$ cat src/rtl/pkt_fifo_pkg.sv
// pkt_fifo_pkg
//   Shared definitions for the frame-aware packet FIFO controller.
//   state_t : write-side FSM encoding (idle, frame open, discarding).
package pkt_fifo_pkg;

    typedef enum logic [1:0] {
        S_IDLE    = 2'd0,
        S_FRAME   = 2'd1,
        S_DISCARD = 2'd2
    } state_t;

endpackage

$ cat src/rtl/pkt_fifo_ctrl_if.sv
// pkt_fifo_ctrl_if
//   Writer/reader handshake bundle for pkt_fifo_ctrl.
//   Write side : i_wr_valid, o_wr_ready, i_wr_data, i_wr_last, i_wr_drop
//   Read side  : o_rd_valid, i_rd_ready, o_rd_data, o_rd_last
//   Status     : o_count (committed unread entries), o_ovf (overflow pulse)
//   modport master : frame writer + reader (drives the i_* signals)
//   modport slave  : the FIFO controller (drives the o_* signals)
interface pkt_fifo_ctrl_if #(
    parameter int ASIZE = 3,
    parameter int DSIZE = 8
);
    logic             i_wr_valid;
    logic             o_wr_ready;
    logic [DSIZE-1:0] i_wr_data;
    logic             i_wr_last;
    logic             i_wr_drop;
    logic             o_rd_valid;
    logic             i_rd_ready;
    logic [DSIZE-1:0] o_rd_data;
    logic             o_rd_last;
    logic [ASIZE:0]   o_count;
    logic             o_ovf;

    modport master (
        output i_wr_valid, i_wr_data, i_wr_last, i_wr_drop, i_rd_ready,
        input  o_wr_ready, o_rd_valid, o_rd_data, o_rd_last, o_count, o_ovf
    );

    modport slave (
        input  i_wr_valid, i_wr_data, i_wr_last, i_wr_drop, i_rd_ready,
        output o_wr_ready, o_rd_valid, o_rd_data, o_rd_last, o_count, o_ovf
    );
endinterface

$ cat src/rtl/pkt_fifo_ctrl_dualram.sv
// dualram
//   Simple dual-port RAM: one synchronous write port, one asynchronous
//   (combinational) read port. Contents are not reset.
//   clk     : write clock
//   wr_en   : write strobe
//   wr_addr : write address, wr_data : write word
//   rd_addr : read address,  rd_data : read word (same-cycle)
module dualram #(
    parameter int ASIZE = 3,
    parameter int DSIZE = 9
) (
    input  logic             clk,
    input  logic             wr_en,
    input  logic [ASIZE-1:0] wr_addr,
    input  logic [DSIZE-1:0] wr_data,
    input  logic [ASIZE-1:0] rd_addr,
    output logic [DSIZE-1:0] rd_data
);
    logic [DSIZE-1:0] mem [0:(1<<ASIZE)-1];

    always_ff @(posedge clk) begin
        if (wr_en) begin
            mem[wr_addr] <= wr_data;
        end
    end

    assign rd_data = mem[rd_addr];
endmodule

$ cat src/rtl/pkt_fifo_ctrl.sv
// pkt_fifo_ctrl
//   Frame-aware FIFO controller around one dualram. Beats become visible to
//   the reader only once their frame is committed with last; frames can be
//   dropped by the writer or discarded automatically on overflow.
//   i_clk   : clock
//   i_rst_n : asynchronous active-low reset
//   bus     : pkt_fifo_ctrl_if.slave (write/read handshakes, count, ovf)
module pkt_fifo_ctrl
    import pkt_fifo_pkg::*;
#(
    parameter int ASIZE = 3,
    parameter int DSIZE = 8
) (
    input logic            i_clk,
    input logic            i_rst_n,
    pkt_fifo_ctrl_if.slave bus
);
    localparam logic [ASIZE:0] DEPTH_V  = {1'b1, {ASIZE{1'b0}}};
    localparam logic [ASIZE:0] OPEN_MAX = {1'b0, {ASIZE{1'b1}}};
    localparam logic [ASIZE:0] PTR_ONE  = {{ASIZE{1'b0}}, 1'b1};

    state_t         state;
    logic [ASIZE:0] wr_ptr;
    logic [ASIZE:0] cm_ptr;
    logic [ASIZE:0] rd_ptr;
    logic [ASIZE:0] fill;
    logic [ASIZE:0] open_len;
    logic [ASIZE:0] count;
    logic           ovf;
    logic           full;
    logic           wr_ready;
    logic           rd_valid;
    logic           wh;
    logic           rh;
    logic           in_frame;
    logic           ovf_hit;
    logic           keep_beat;
    logic [DSIZE:0] rd_word;

    assign fill     = wr_ptr - rd_ptr;
    assign open_len = wr_ptr - cm_ptr;
    assign count    = cm_ptr - rd_ptr;
    assign full     = (fill == DEPTH_V);

    // Ready depends only on registered pointers/state, never on i_rd_ready.
    assign wr_ready = !full || (state == S_DISCARD);
    assign rd_valid = (count != '0);

    assign wh       = bus.i_wr_valid && wr_ready;
    assign rh       = rd_valid && bus.i_rd_ready;
    assign in_frame = (state != S_DISCARD);

    // A non-terminating beat arriving when the open frame already holds
    // DEPTH-1 beats can never be committed, so the frame is abandoned.
    assign ovf_hit   = wh && in_frame && !bus.i_wr_drop && !bus.i_wr_last &&
                       (open_len == OPEN_MAX);
    assign keep_beat = wh && in_frame && !bus.i_wr_drop && !ovf_hit;

    always_ff @(posedge i_clk or negedge i_rst_n) begin
        if (!i_rst_n) begin
            state  <= S_IDLE;
            wr_ptr <= '0;
            cm_ptr <= '0;
            rd_ptr <= '0;
            ovf    <= 1'b0;
        end else begin
            ovf <= 1'b0;
            if (rh) begin
                rd_ptr <= rd_ptr + PTR_ONE;
            end
            if (wh) begin
                case (state)
                    S_DISCARD: begin
                        if (bus.i_wr_last || bus.i_wr_drop) begin
                            state <= S_IDLE;
                        end
                    end
                    default: begin
                        if (bus.i_wr_drop) begin
                            wr_ptr <= cm_ptr;
                            state  <= S_IDLE;
                        end else if (bus.i_wr_last) begin
                            wr_ptr <= wr_ptr + PTR_ONE;
                            cm_ptr <= wr_ptr + PTR_ONE;
                            state  <= S_IDLE;
                        end else if (ovf_hit) begin
                            wr_ptr <= cm_ptr;
                            ovf    <= 1'b1;
                            state  <= S_DISCARD;
                        end else begin
                            wr_ptr <= wr_ptr + PTR_ONE;
                            state  <= S_FRAME;
                        end
                    end
                endcase
            end
        end
    end

    dualram #(
        .ASIZE(ASIZE),
        .DSIZE(DSIZE + 1)
    ) u_ram (
        .clk     (i_clk),
        .wr_en   (keep_beat),
        .wr_addr (wr_ptr[ASIZE-1:0]),
        .wr_data ({bus.i_wr_last, bus.i_wr_data}),
        .rd_addr (rd_ptr[ASIZE-1:0]),
        .rd_data (rd_word)
    );

    assign bus.o_wr_ready = wr_ready;
    assign bus.o_rd_valid = rd_valid;
    assign bus.o_rd_data  = rd_word[DSIZE-1:0];
    assign bus.o_rd_last  = rd_word[DSIZE];
    assign bus.o_count    = count;
    assign bus.o_ovf      = ovf;
endmodule

$ cat src/flat_wrapper.sv
// flat-port wrapper written by rule: the top's interface ports become plain ports
module pkt_fifo_ctrl_flat import pkt_fifo_pkg::*;
#(
    parameter int ASIZE = 3,
    parameter int DSIZE = 8
)
  (i_clk, i_rst_n, bus_i_wr_valid, bus_i_wr_data, bus_i_wr_last, bus_i_wr_drop, bus_i_rd_ready, bus_o_wr_ready, bus_o_rd_valid, bus_o_rd_data, bus_o_rd_last, bus_o_count, bus_o_ovf);
  pkt_fifo_ctrl_if #(.ASIZE(ASIZE), .DSIZE(DSIZE)) bus_i ();
  input logic i_clk;
  input logic i_rst_n;
  input wire logic [$bits(bus_i.i_wr_valid)-1:0] bus_i_wr_valid;
  input wire logic [$bits(bus_i.i_wr_data)-1:0] bus_i_wr_data;
  input wire logic [$bits(bus_i.i_wr_last)-1:0] bus_i_wr_last;
  input wire logic [$bits(bus_i.i_wr_drop)-1:0] bus_i_wr_drop;
  input wire logic [$bits(bus_i.i_rd_ready)-1:0] bus_i_rd_ready;
  output wire logic [$bits(bus_i.o_wr_ready)-1:0] bus_o_wr_ready;
  output wire logic [$bits(bus_i.o_rd_valid)-1:0] bus_o_rd_valid;
  output wire logic [$bits(bus_i.o_rd_data)-1:0] bus_o_rd_data;
  output wire logic [$bits(bus_i.o_rd_last)-1:0] bus_o_rd_last;
  output wire logic [$bits(bus_i.o_count)-1:0] bus_o_count;
  output wire logic [$bits(bus_i.o_ovf)-1:0] bus_o_ovf;
  assign bus_i.i_wr_valid = bus_i_wr_valid;
  assign bus_i.i_wr_data = bus_i_wr_data;
  assign bus_i.i_wr_last = bus_i_wr_last;
  assign bus_i.i_wr_drop = bus_i_wr_drop;
  assign bus_i.i_rd_ready = bus_i_rd_ready;
  assign bus_o_wr_ready = bus_i.o_wr_ready;
  assign bus_o_rd_valid = bus_i.o_rd_valid;
  assign bus_o_rd_data = bus_i.o_rd_data;
  assign bus_o_rd_last = bus_i.o_rd_last;
  assign bus_o_count = bus_i.o_count;
  assign bus_o_ovf = bus_i.o_ovf;
  pkt_fifo_ctrl #(.ASIZE(ASIZE), .DSIZE(DSIZE)) u_core (.i_clk(i_clk), .i_rst_n(i_rst_n), .bus(bus_i));
endmodule
$ cat config.mk
export PLATFORM = sky130hd
export DESIGN_NAME = pkt_fifo_ctrl_flat
export DESIGN_NICKNAME = d
export VERILOG_FILES = /design/src/rtl/pkt_fifo_pkg.sv /design/src/rtl/pkt_fifo_ctrl_if.sv /design/src/rtl/pkt_fifo_ctrl_dualram.sv /design/src/rtl/pkt_fifo_ctrl.sv /design/src/flat_wrapper.sv
export SDC_FILE = /design/constraint.sdc
export NUM_CORES = 1
export LEC_CHECK = 0
export ABC_AREA = 1
export CAP_MARGIN = 0
export CORE_UTILIZATION = 30
export DETAILED_ROUTE_END_ITERATION = 8
export PLACE_DENSITY = 0.55
export SYNTH_ARGS = -nofsm -noshare
export SYNTH_HDL_FRONTEND = slang
export SYNTH_SLANG_ARGS = --single-unit
$ cat constraint.sdc
create_clock -name i_clk -period 4.5 [get_ports i_clk]
set_input_delay 0.675 -clock i_clk [delete_from_list [all_inputs] [get_ports i_clk]]
set_output_delay 0.675 -clock i_clk [all_outputs]
set_load 0.02 [all_outputs]
==> results of run 1 <==
## stage by stage
step	setup WS, ns	power (mW)	util	hold WS [ns]	instances
after floorplan	1.68	2.22	-	0.379	375
after global placement	0.985	2.84	0.350	0.499	566
after detailed placement	0.805	2.85	0.350	0.508	566
after CTS	0.639	3.61	0.374	0.522	582
after global routing	0.394	3.83	0.374	0.562	582
final	0.671	3.57	0.374	0.518	582
## sequential cells by signal, summed over array words and instances, names as in the netlist
signal            count
u_core.u_ram.mem     72
u_core.bus.o_ovf      1
u_core.cm_ptr         4
u_core.rd_ptr         4
u_core.state          2
u_core.wr_ptr         4
## worst reg2reg max path: stages, from the launching register on
cell and delay [ns]:
dfrtp_1 0.79, inv_1 0.37, ha_1 0.40, nand2_1 0.08
nand2_1 0.11, nand2_1 0.07, nand2_1 0.06, nand2_1 0.06
nand2_2 0.09, nand3_4 0.12, inv_2 0.12, nand2_4 0.07
nor2_4 0.13, nand2_2 0.10, nor2_1 0.68
## cell type report
cell class,count,area [µm²],share of cell area
inverter,31,116,0.0244
multi-input combinational,244,1280,0.269
sequential,87,2540,0.532
tap,172,215,0.0451
timing repair buffer,32,313,0.0655
clock inverter,7,80.1,0.0168
clock buffer,9,225,0.0472
## cells in the final DEF (no fill, tap or decap)
cell type | synthesis | routed
dfrtp_1 | 15 | 15
clkbuf_16 | 0 | 9
nand3_1 | 13 | 13
nand2_4 | 1 | 1
inv_6 | 0 | 1
clkinv_1 | 1 | 1
nand3b_1 | 1 | 1
ha_1 | 11 | 11
clkdlybuf4s50_1 | 0 | 29
nand4_1 | 1 | 1
a31oi_1 | 10 | 10
bufinv_16 | 0 | 1
nor3_2 | 1 | 1
nand2_1 | 50 | 50
o21ai_0 | 45 | 45
xnor2_1 | 1 | 1
a22oi_1 | 1 | 1
inv_8 | 0 | 1
nor3_1 | 1 | 1
or2_1 | 1 | 1
o21ai_2 | 1 | 1
o22ai_1 | 9 | 9
xor2_1 | 8 | 8
edfxtp_1 | 72 | 72
clkinv_4 | 0 | 2
buf_4 | 0 | 3
o21ai_1 | 1 | 1
nor2_1 | 78 | 78
clkinvlp_4 | 0 | 1
fa_1 | 2 | 2
a21oi_2 | 1 | 1
nand3_4 | 1 | 1
nor2_4 | 2 | 2
nand2_2 | 2 | 2
inv_1 | 27 | 27
a21oi_1 | 2 | 2
clkinv_2 | 0 | 1
inv_2 | 3 | 3
## layer usage
layer | share of wire | track usage | routed length [µm] | vias up
met5 | 0 | 0 | 0 | -
met4 | 0.011 | 0.0325 | 97 | 0
met3 | 0.029 | 0.0340 | 267 | 11
met2 | 0.51 | 0.245 | 4650 | 40
met1 | 0.45 | 0.173 | 4090 | 1333
li1 | - | - | - | 1349
## power by group
| part | internal (mW) | switching (mW) |
|---|---|---|
| sequential | 0.993 | 0.133 |
| clock | 0.437 | 0.316 |
| combinational | 0.658 | 1.03 |
| total | 2.09 | 1.48 |
## worst max path at each step
stage	startpoint	endpoint	slack, ns	depth (start not counted)
6_report	u_core.rd_ptr[1]	bus_o_rd_valid	0.67	8
4_1_cts	u_core.rd_ptr[1]	bus_o_rd_valid	0.64	8
5_1_grt	u_core.rd_ptr[1]	bus_o_rd_valid	0.39	8
3_3_place_gp	u_core.rd_ptr[1]	u_core.u_ram.mem[4][3]	0.98	14
2_1_floorplan	u_core.rd_ptr[2]	u_core.u_ram.mem[1][0]	1.68	13
3_5_place_dp	u_core.rd_ptr[1]	u_core.u_ram.mem[4][6]	0.81	14
## logic make-up (layout without fill, tap and decap cells)
kind of cell	count (synthesis)	after routing	synth area share
AOI/OAI and AO/OA	70	70	0.0963
and+or+nand+nor	152	152	0.161
DFF	87	87	0.636
buffers and inverters	44	79	0.0420
adders and majority gates	13	13	0.0445
xor gates and xnor gates	9	9	0.0198
==> Implementation_results.wiki, run 1 <==
{| class="wikitable"
! Metric !! Value
|-
| Most common cell on crit path || nand2_1
|-
| Top cell type by total area after synthesis || edfxtp_1
|-
| Finished Cell Area || 4770 µm²
|-
| Sinks on the clock net || 87
|-
| H-Tree Depth || 3
|-
| Largest vdd supply drop || 0.000491 V
|-
| RePlAce Congestion || 0.786
|-
| Site row count || 41
|-
| Number of setup buffers added after CTS || 0
|-
| Cells after Synth || 375
|-
| Delay of the slowest cell on the worst path || 0.79 ns
|-
| Cells along the critical path || inv_1, buf_4, ha_1, nand2_1, o21ai_0, xor2_1, nand2_1, clkdlybuf4s50_1
|-
| Hold-critical path depth || 2
|-
| Final ANT Viol Nets || 0
|-
| Share of Yosys cell area claimed by the top area cell type || 0.542
|-
| Actual transition at the worst max-transition pin || 0.874 ns
|-
| Drc violations || 0
|-
| Slew headroom || 0.415
|-
| Number of synthesis warnings || 0
|-
| Final count of negative-setup-slack endpoints || 0
|-
| Clock tree from TritonCTS || yes
|-
| Cell at the root of the clock tree || clkbuf_16
|-
| Layout cells sized above 1 || 0.0756
|-
| Die width || 117 µm
|-
| Kind of path behind the tightest hold check || register to register
|-
| Worst r2r path cells || 14
|-
| Cell type of the slowest stage on the worst timing path || dfrtp_1
|-
| Netlist cell types || 31
|-
| Period utilisation layout || 0.851
|-
| Fillers || 1250
|-
| Async set or reset register ratio after synthesis || 0.172
|-
| Slack of the worst reg-to-reg path || 0.87 ns
|-
| Number of buffers inserted for hold repair after clock tree synthesis || 0
|-
| Reg-to-reg critical path startpoint || u_core.rd_ptr[1]
|-
| Routed Wire Length || 9.10 mm
|-
| Initial core utilization || 0.312
|-
| Total number of nets in the final design || 432
|-
| Most common library cells after synthesis || nor2_1 (78), edfxtp_1 (72), nand2_1 (50)
|-
| Cell Area, Placed || 4470 µm²
|-
| Clock Skews || 0.00620 ns
|-
| Leakage power figure || 1.80 nW
|-
| Worst hold endpoint || u_core.state[1]
|-
| Worst endpoint required time || 3.83 ns
|-
| Post-synthesis sequential element count || 87
|-
| Max cap viols || 0
|-
| Reg-to-reg critical path endpoint || u_core.u_ram.mem[4][8]
|-
| Clock latency at the later pin of the worst-skew pair || 0.33 ns
|-
| Global-route wire length before repair || 14.9 mm
|-
| Worst hold path startpoint || u_core.state[1]
|-
| Iter 0 DRT Violations || 160
|-
| Pwr/cell area || 748 nW/µm²
|-
| Post-detailed-placement half-perimeter wirelength || 6.55 mm
|-
| CP bufs+invs || 3
|-
| Clock transition at the register clock pins on the worst setup and hold paths after CTS || 0.06 ns
|-
| Synthesized area per cell || 10.6 µm²
|-
| Clock period minus final worst setup slack || 3.83 ns
|-
| Sort of element at the start of the critical path || register
|-
| Type of the worst setup path || register to primary output
|-
| Pin count of the biggest net entering global routing || 31
|-
| Post-synth top flop || edfxtp_1
|-
| Crit-path max FO || 22
|-
| Achievable Freq || 261 MHz
|-
| DIE HEIGHT || 117 µm
|-
| # diodes || 0
|-
| CP endpoint kind || primary output
|-
| Arrival time of data at the critical path endpoint || 3.15 ns
|-
| Number of cells upsized or downsized after cts || 0
|-
| Run status || complete, no violations
|-
| Count of flip-flops with a built-in enable after synthesis || 72
|-
| Post-synthesis sequential area ratio || 0.636
|-
| Cell area after synthesis || 3990 µm²
|-
| Setup repair after global routing missed its margin || false
|-
| Initial antenna violation count || 0
|-
| Vias || 2733
|-
| GRT Residual Overflow || 0
|-
| Max-slew violation count || 0
|-
| Port buffer count || 29
|-
| Sum of negative setup slack || 0 ns
|-
| Via-to-Cell Ratio || 4.70
|-
| Global router's overall resource usage || 0.140
|-
| Gate family responsible for the most delay along the worst path || buffers and inverters
|-
| Io pins || 30
|-
| Vias in the first global route || 2862
|-
| Die Area || 13800 µm²
|-
| Cells taking the most area after synthesis || edfxtp_1 (54%), dfrtp_1 (9.4%), nor2_1 (7.3%)
|-
| Dominant cell by count in the synthesized netlist || nor2_1
|-
| Clock Tree Buf Depth || 2
|-
| Number of iterations in the first detailed-routing pass || 4
|-
| Synth-to-Final Area Change || 19.6%
|-
| Final Hold Viols || 0
|-
| Area of the core || 12800 µm²
|-
| Post-Syn Nets || 402
|-
| Avg WL per Cell || 15.6 µm
|-
| Number of buffers created by CTS || 9
|}
Power figures use the tool's default switching activity.
==> run 2, diff against run 1 <==
--- a/config.mk
+++ b/config.mk
@@ -7,6 +7,7 @@
 export LEC_CHECK = 0
 export ABC_AREA = 1
-export CAP_MARGIN = 0
+export CAP_MARGIN = 20
 export CORE_UTILIZATION = 30
+export CTS_CLUSTER_DIAMETER = 150
 export DETAILED_ROUTE_END_ITERATION = 8
 export PLACE_DENSITY = 0.55
==> constraint.sdc (replaced) <==
create_clock -name i_clk -period 4.5 [get_ports i_clk]
set_input_delay 0.675 -clock i_clk [delete_from_list [all_inputs] [get_ports i_clk]]
set_output_delay 0.675 -clock i_clk [all_outputs]
set_load 0.01 [all_outputs]
==> Implementation_results.wiki, run 2 (same netlist as run 1, synthesis figures left out) <==
{| class="wikitable"
! Metric !! Value
|-
| Reg-to-reg critical path endpoint || u_core.u_ram.mem[1][3]
|-
| Vias in the first global route || 2852
|-
| End point of the critical path || bus_o_rd_valid
|-
| Clock Tree Buf Depth || 2
|-
| Number of iterations in the first detailed-routing pass || 4
|-
| # diodes || 0
|-
| Kind of path behind the tightest hold check || register to register
|-
| Max-slew violation count || 0
|-
| Global-route wire length before repair || 15.2 mm
|-
| Die width || 117 µm
|-
| Most common cell after layout, fill and taps aside || nor2_1
|-
| Global router's overall resource usage || 0.147
|-
| Clock tree from TritonCTS || yes
|-
| Pwr/cell area || 724 nW/µm²
|-
| Number of buffers inserted for hold repair after clock tree synthesis || 0
|-
| Drc violations || 0
|-
| Flip-flop count of the largest register, all copies and words added || 72
|-
| Clock Skews || 0.00517 ns
|-
| Site row count || 41
|-
| Layout cells sized above 1 || 0.0754
|-
| Cells along the critical path || inv_1, buf_4, ha_1, nand2_1, o21ai_0, xor2_1, nand2_1, clkdlybuf4s50_1
|-
| Port buffer count || 29
|-
| DIE HEIGHT || 117 µm
|-
| Start point of the critical path || u_core.rd_ptr[1]
|-
| Register with the most flip-flops || u_core.u_ram.mem
|-
| Worst endpoint required time || 3.83 ns
|-
| Arrival time of data at the critical path endpoint || 2.88 ns
|-
| Reg-to-reg critical path startpoint || u_core.rd_ptr[1]
|-
| Crit-path max FO || 22
|-
| Max cap viols || 0
|-
| CP bufs+invs || 3
|-
| Pin count of the biggest net entering global routing || 41
|-
| RePlAce Congestion || 0.875
|-
| Worst r2r path cells || 14
|-
| Number of cells upsized or downsized after cts || 0
|-
| CP endpoint kind || primary output
|-
| Post-detailed-placement half-perimeter wirelength || 6.59 mm
|-
| Gate family responsible for the most delay along the worst path || buffers and inverters
|-
| Finished Cell Area || 4750 µm²
|-
| Most common cell on crit path || nand2_1
|-
| Routed Wire Length || 9.65 mm
|-
| Iter 0 DRT Violations || 241
|-
| Worst hold path startpoint || u_core.state[1]
|-
| Clock latency at the later pin of the worst-skew pair || 0.34 ns
|-
| Number of setup buffers added after CTS || 0
|-
| Sinks on the clock net || 87
|-
| Setup repair after global routing missed its margin || false
|-
| Initial antenna violation count || 0
|-
| Actual transition at the worst max-transition pin || 0.853 ns
|-
| Final ANT Viol Nets || 0
|-
| Delay of the slowest cell on the worst path || 0.79 ns
|-
| H-Tree Depth || 3
|-
| Slack of the worst reg-to-reg path || 1.14 ns
|-
| Vias || 2820
|-
| Sort of element at the start of the critical path || register
|-
| Number of buffers created by CTS || 9
|-
| Largest vdd supply drop || 0.000391 V
|-
| Total number of nets in the final design || 433
|-
| Run status || complete, no violations
|-
| Area of the core || 12800 µm²
|-
| WP depth || 8
|-
| Slew headroom || 0.429
|-
| Leakage power figure || 1.78 nW
|-
| Initial core utilization || 0.312
|-
| Final total power || 3.44 mW
|-
| Achievable Freq || 281 MHz
|-
| Cell at the root of the clock tree || clkbuf_16
|-
| Io pins || 30
|-
| Fillers || 1222
|-
| Die Area || 13800 µm²
|-
| Type of the worst setup path || register to primary output
|-
| Final count of negative-setup-slack endpoints || 0
|-
| Synth-to-Final Area Change || 19.2%
|-
| Core Util, Final || 0.372
|-
| Via-to-Cell Ratio || 4.84
|-
| Clock transition at the register clock pins on the worst setup and hold paths after CTS || 0.06 ns
|-
| Final Hold Viols || 0
|-
| Period utilisation layout || 0.791
|-
| Clock period minus final worst setup slack || 3.56 ns
|-
| Sum of negative setup slack || 0 ns
|-
| Avg WL per Cell || 16.6 µm
|-
| Top library cells by usage in the layout, fill and taps aside || nor2_1 (78), edfxtp_1 (72), nand2_1 (50)
|-
| Cell type of the slowest stage on the worst timing path || dfrtp_1
|-
| Cell Area, Placed || 4470 µm²
|-
| GRT Residual Overflow || 0
|}
## run 2: metrics by stage
step | hold slack (ns) | std cells | worst slack, ns
floorplan | 0.379 | 375 | 1.73
global placement | 0.487 | 567 | 1.25
detailed placement | 0.500 | 567 | 1.15
CTS | 0.514 | 583 | 0.914
global route | 0.554 | 583 | 0.648
finish | 0.502 | 583 | 0.942
## run 2: worst min path at each step
stage,to,cells past startpoint
2_1_floorplan,u_core.bus.o_ovf,0
3_3_place_gp,u_core.state[1],2
4_1_cts,u_core.state[1],2
5_1_grt,u_core.state[1],2
6_report,u_core.state[1],2
3_5_place_dp,u_core.state[1],2
## run 2: routing by layer
metal / vias to the layer above / routed length [µm] / track usage
li1: 1351 / - / -
met1: 1330 / 4200 / 0.187
met2: 116 / 4490 / 0.237
met3: 23 / 654 / 0.0311
met4: 0 / 302 / 0.0682
met5: - / 0 / 0
## run 2: tightest hold or removal path, cell delays in order (launching register included)
cell and delay (ns):
dfrtp_1 0.34, nand3_1 0.07, nand2_1 0.06
## run 2: layout make-up
type	count	area (µm²)	area share
flip-flops and latches	87	2540	0.534
multi-input cells	244	1280	0.270
repair buffers	33	320	0.0674
clock buffers	9	225	0.0474
well taps	172	215	0.0453
inverters	31	116	0.0245
clock inverters	7	55.1	0.0116
## run 2: power breakdown
group	total [mW]	switching [mW]	internal, mW
clock network	0.691	0.312	0.379
logic	1.65	0.992	0.663
registers	1.10	0.103	0.994
total	3.44	1.41	2.04
